<file path="config.mk">
export PLATFORM = sky130hd
export DESIGN_NAME = noc_output_port
export DESIGN_NICKNAME = d
export VERILOG_FILES = /design/src/rtl/noc_pkg.sv /design/src/rtl/noc_fifo.sv /design/src/rtl/noc_output_port.sv
export SDC_FILE = /design/constraint.sdc
export NUM_CORES = 1
export LEC_CHECK = 0
export CAP_MARGIN = 10
export CORE_MARGIN = 2
export CORE_UTILIZATION = 40
export DETAILED_ROUTE_END_ITERATION = 7
export PLACE_DENSITY = 0.72
export SLEW_MARGIN = 20
export SYNTH_ARGS = -nofsm -noshare
export SYNTH_HDL_FRONTEND = slang
export SYNTH_HIERARCHICAL = 1
export SYNTH_SLANG_ARGS = --single-unit
</file>
<file path="constraint.sdc">
create_clock -name clk -period 3.1 [get_ports clk]
set_clock_uncertainty 0.2 [all_clocks]
set_input_delay 0.31 -clock clk [delete_from_list [all_inputs] [get_ports clk]]
set_output_delay 0.31 -clock clk [all_outputs]
set_load 0.03 [all_outputs]
</file>
<file path="src/rtl/noc_pkg.sv">
// rtl/noc_pkg.sv - shared NOC router constants and flit type
package noc_pkg;

  localparam int DEF_FLIT_W = 32;
  localparam int NUM_PORTS  = 5;

  localparam int N_IDX = 4;
  localparam int S_IDX = 3;
  localparam int E_IDX = 2;
  localparam int W_IDX = 1;
  localparam int L_IDX = 0;

  typedef logic [DEF_FLIT_W-1:0] flit_t;

endpackage

</file>
<file path="src/rtl/noc_fifo.sv">
// rtl/noc_fifo.sv - DEPTH x WIDTH flit FIFO with occupancy count, shared with the input buffers
module noc_fifo #(
  parameter int WIDTH = 32,
  parameter int DEPTH = 4
) (
  input  logic                     i_clk,
  input  logic                     i_rst_n,
  input  logic                     i_push,
  input  logic [WIDTH-1:0]         i_data,
  input  logic                     i_pop,
  output logic [WIDTH-1:0]         o_data,
  output logic [$clog2(DEPTH):0]   o_count,
  output logic                     o_full,
  output logic                     o_empty
);

  localparam int PTR_W = $clog2(DEPTH);

  logic [WIDTH-1:0] r_mem [DEPTH];
  logic [PTR_W-1:0] r_wr_ptr;
  logic [PTR_W-1:0] r_rd_ptr;
  logic [PTR_W:0]   r_count;
  logic             w_do_push;
  logic             w_do_pop;

  assign o_full    = (r_count == (PTR_W+1)'(DEPTH));
  assign o_empty   = (r_count == '0);
  assign o_count   = r_count;
  assign o_data    = r_mem[r_rd_ptr];
  assign w_do_push = i_push && !o_full;
  assign w_do_pop  = i_pop && !o_empty;

  // Storage is cleared on reset so the head reads as zero out of reset.
  always_ff @(posedge i_clk or negedge i_rst_n) begin
    if (!i_rst_n) begin
      for (int i = 0; i < DEPTH; i++) r_mem[i] <= '0;
      r_wr_ptr <= '0;
      r_rd_ptr <= '0;
      r_count  <= '0;
    end else begin
      if (w_do_push) begin
        r_mem[r_wr_ptr] <= i_data;
        r_wr_ptr        <= r_wr_ptr + 1'b1;
      end
      if (w_do_pop) r_rd_ptr <= r_rd_ptr + 1'b1;
      if (w_do_push && !w_do_pop)      r_count <= r_count + 1'b1;
      else if (!w_do_push && w_do_pop) r_count <= r_count - 1'b1;
    end
  end

endmodule

</file>
<file path="src/rtl/noc_output_port.sv">
// rtl/noc_output_port.sv - per-direction output stage: grant, input mux, output FIFO, link counter
module noc_output_port
  import noc_pkg::*;
#(
  parameter int FLIT_W  = DEF_FLIT_W,
  parameter int DEPTH   = 4,
  parameter int PORT_ID = N_IDX
) (
  input  logic                        clk,
  input  logic                        rst,
  input  logic [NUM_PORTS-1:0]        turn_i,
  input  logic [NUM_PORTS-1:0]        req_i,
  input  logic [NUM_PORTS*FLIT_W-1:0] flit_i,
  output logic [NUM_PORTS-1:0]        grant_o,
  output logic                        out_valid_o,
  output logic [FLIT_W-1:0]           out_flit_o,
  input  logic                        out_ready_i,
  output logic [$clog2(DEPTH):0]      count_o,
  output logic [15:0]                 fwd_cnt_o
);

  logic [NUM_PORTS-1:0] w_self_mask;
  logic                 w_turn_onehot;
  logic                 w_full;
  logic                 w_empty;
  logic                 w_push;
  logic                 w_pop;
  logic [FLIT_W-1:0]    w_push_flit;
  logic [15:0]          r_fwd_cnt;

  assign w_self_mask   = NUM_PORTS'(1) << PORT_ID;
  assign w_turn_onehot = (turn_i != '0) && ((turn_i & (turn_i - NUM_PORTS'(1))) == '0);

  // Full is the registered occupancy, so a same-cycle pop never frees a slot for a push.
  assign grant_o = (rst && w_turn_onehot && !w_full) ? (turn_i & req_i & ~w_self_mask) : '0;
  assign w_push  = |grant_o;
  assign w_pop   = out_valid_o && out_ready_i;

  always_comb begin
    w_push_flit = '0;
    for (int k = 0; k < NUM_PORTS; k++) begin
      w_push_flit = w_push_flit | (flit_i[k*FLIT_W +: FLIT_W] & {FLIT_W{grant_o[k]}});
    end
  end

  noc_fifo #(
    .WIDTH (FLIT_W),
    .DEPTH (DEPTH)
  ) u_out_fifo (
    .i_clk   (clk),
    .i_rst_n (rst),
    .i_push  (w_push),
    .i_data  (w_push_flit),
    .i_pop   (w_pop),
    .o_data  (out_flit_o),
    .o_count (count_o),
    .o_full  (w_full),
    .o_empty (w_empty)
  );

  assign out_valid_o = !w_empty;

  always_ff @(posedge clk or negedge rst) begin
    if (!rst) r_fwd_cnt <= '0;
    else if (w_pop) r_fwd_cnt <= r_fwd_cnt + 16'd1;
  end

  assign fwd_cnt_o = r_fwd_cnt;

endmodule

</file>
==> results.yml <==
synthesis:
  yosys-mux-area-fraction_pct: 28.2
  syn-cell-area_um2: 7830
  synthAdderAreaFrac_pct: 1.22
  ys_seq_area_share_pct: 48.3
  synth_top_cell_by_area: "dfrtp_1"
  syn_nets: 727
  synth_area_leaders: "dfrtp_1, mux2_2, mux4_2"
  synth-simple-area-share_pct: 4.29
  yosys_most_used_dff: "dfrtp_1"
  yosys_register_bits: 151
  synth-xor-area-share_pct: 2.46
  async_reset_ff_share_pct: 100
  syn_inst: 547
  yosys_warnings: 6
  synth_edf_count: 0
  synth_top_family_by_area: "multiplexers"
  synth.avg_cell_area_um2: 14.3
  synth_top_area_share_pct: 48.3
  yosys.cell_count.top_type: "dfrtp_1"
  synth_commonest_cells: "dfrtp_1, mux2_2, a22oi_1"
  synth_cell_type_count: 42
  synth_compound_gate_area_share_pct: 11.0
cts:
  h-tree-depth: 4
  cts_buffer_depth: 2
  postCtsSetupRepairBufs: 0
  cts.sinks: 151
  cts.clk_slew.worst_paths_ns: 0.06
  clockRootBuffer: "clkbuf_16"
  cts_buffers: 17
  clock_latency_ns: 0.42
  cts_tree: "done"
placed_design:
  gp_congestion: 0.784
  numPlacedInstances: 988
  port_buffers: 195
  dp_slack_ns: -0.144
  place_area_um2: 10100
  dpl.hpwl_um: 14100
die:
  design.portCount: 230
  core_um2: 19300
  die_h_um: 144
  num_rows: 51
  die_w_um: 144
  start_util_pct: 40.5
  die_area_um2: 20700
layout:
  fillers: 1544
  final_core_util_pct: 55.5
  diodes: 0
  drive_gt1_share_pct: 35.4
  areaGrowthSynthToFinish_pct: 37.2
  fin_area_um2: 10700
  stdcell_count: 1021
  nNetsFinal: 923
setup_path:
  path_cells: "buf_4 -> mux4_2 -> clkdlybuf4s50_1"
  cp_slowest_stage_delay_ns: 0.76
  required_ns: 2.59
  endpoint_kind: "primary output"
  crit_slowest_cell: "dfrtp_2"
  crit_family: "buffers and inverters"
  critPathBufInv: 2
  crit_path_start_kind: "flop"
  cp.arrival_ns: 2.43
  path_class: "reg2out"
  path_max_fanout: 21
routing:
  first_pass_iters: 4
  wire_per_inst_um: 19.6
  routed_wl_um: 20000
  ant_nets: 0
  vias: 5487
  avgViaCountPerCell: 5.37
  drtIter0Drc: 303
  drc: 0
power:
  vdd_drop_max_mv: 0.431
  p_leak_uw: 0.00455
  powerDensity_nw_per_um2: 583
global_routing:
  grt_overflow: 0
  grt_pass1_wl_um: 31200
  antenna_found_initial: 0
  grt_pass1_vias: 5819
  grt_max_degree: 85
  grt_usage_pct: 20.0
sta:
  period_minus_slack_ns: 2.94
  rsz0062_at_grt: "false"
  max_freq_ghz: 0.340
  timing.final.ws_setup_ns: 0.161
  post-route-period-util_pct: 94.8
  setup_tns_ns: 0
  finalSetupViolations: 0
  worst_slew_pin_slew_ns: 0.870
  slew_headroom_pct: 42.0
  finalHoldViolations: 0
  slew_violations: 0
job:
  maxCapViolCount: 0
hold_path:
  hold_class: "reg2reg"
outcome:
  status: "complete, no violations"
registers in the layout, indices dropped and copies added, names as in the netlist:
signal               cells
u_out_fifo/r_wr_ptr      2
u_out_fifo/r_mem       128
u_out_fifo/r_rd_ptr      2
u_out_fifo/o_count       3
fwd_cnt_o               16
worst register-to-register path, cell delays in order (launching register included):
cell,delay [ns]
dfrtp_1,0.43
nor3b_4,0.18
nand2b_2,0.23
nor3_2,0.17
buf_4,0.17
and2b_2,0.20
ha_1,0.18
inv_1,0.07
fa_1,0.37
xor2_1,0.15
nor2_1,0.15
xor2_1,0.16
metal layers:
| layer | part of all wire [%] | track usage [%] | vias to the layer above |
|---|---|---|---|
| met5 | 0 | 0 | - |
| met4 | 1.2 | 5.31 | 0 |
| met3 | 6.5 | 5.23 | 21 |
| met2 | 50 | 33.8 | 186 |
| met1 | 42 | 25.5 | 2809 |
| li1 | - | - | 2471 |
report_power, final:
part           switching, µW  total (µW)  internal (µW)
clock network            785        2170           1390
registers                233        2380           2150
logic                    851        1700            852
layout by cell type (no fill, tap or decap), types with 5 or more instances in the layout:
master / synthesis / final
a211oi_1: 7 / 7
a211oi_2: 25 / 25
a22oi_1: 64 / 64
buf_12: 3 / 7
buf_4: 1 / 23
clkbuf_16: 0 / 17
clkdlybuf4s50_1: 0 / 190
dfrtp_1: 151 / 149
ha_1: 6 / 6
inv_1: 5 / 5
mux2_2: 131 / 131
mux4_2: 32 / 32
nand2_1: 8 / 8
nand3_1: 5 / 5
nand4_1: 5 / 5
nor2_1: 9 / 5
xnor2_1: 16 / 16
xor2_1: 6 / 6
layout make-up:
cell class                 instances  area, µm²  area share (%)
timing repair buffer             223       2250            20.9
clock buffer                      20        457            4.25
clock inverter                    12        175            1.63
inverter                           5       18.8           0.175
tap                              265        332            3.09
sequential                       151       3780            35.2
multi-input combinational        345       3730            34.7
timing repair:
item / in CTS / in global routing
hold buffers: 1 / 0
endpoints found under the hold margin: 67 / 0
resized for setup: 0 / 0
stage by stage:
stage / hold WS, ns / power (µW)
after floorplan: -0.186 / 3380
after global placement: 0.274 / 4080
after detailed placement: 0.280 / 4130
after CTS: 0.296 / 6330
after global routing: 0.301 / 6550
final: 0.296 / 6260
kinds of logic (layout without fill, tap and decap cells):
family | Yosys count | count (layout)
and+or+nand+nor | 53 | 53
buffers and inverters | 51 | 260
muxes | 164 | 164
DFF | 151 | 151
AOI/OAI and AO/OA | 98 | 98
adders and majority gates | 7 | 7
other | 1 | 1
xor gates and xnor gates | 22 | 22
worst paths after layout:
| path | depth (start not counted) | slack (ns) | endpoint | startpoint |
|---|---|---|---|---|
| max in group asynchronous | 4 | 1.01 | u_out_fifo/r_mem[59]$_DFFE_PN0P_ | rst |
| worst max-delay path | 3 | 0.16 | out_flit_o[3] | u_out_fifo/r_rd_ptr[1]$_DFFE_PN0P_ |
| worst max register to register | 11 | 0.38 | u_out_fifo/o_count[2]$_DFFE_PN0P_ | u_out_fifo/o_count[2]$_DFFE_PN0P_ |
| worst min register to register | 1 | 0.30 | fwd_cnt_o[15]$_DFFE_PN0P_ | fwd_cnt_o[15]$_DFFE_PN0P_ |
| min in group asynchronous | 3 | 0.47 | u_out_fifo/r_mem[78]$_DFFE_PN0P_ | rst |
| worst min-delay path | 1 | 0.30 | fwd_cnt_o[15]$_DFFE_PN0P_ | fwd_cnt_o[15]$_DFFE_PN0P_ |
No activity file was read; power rests on OpenSTA's default activity.
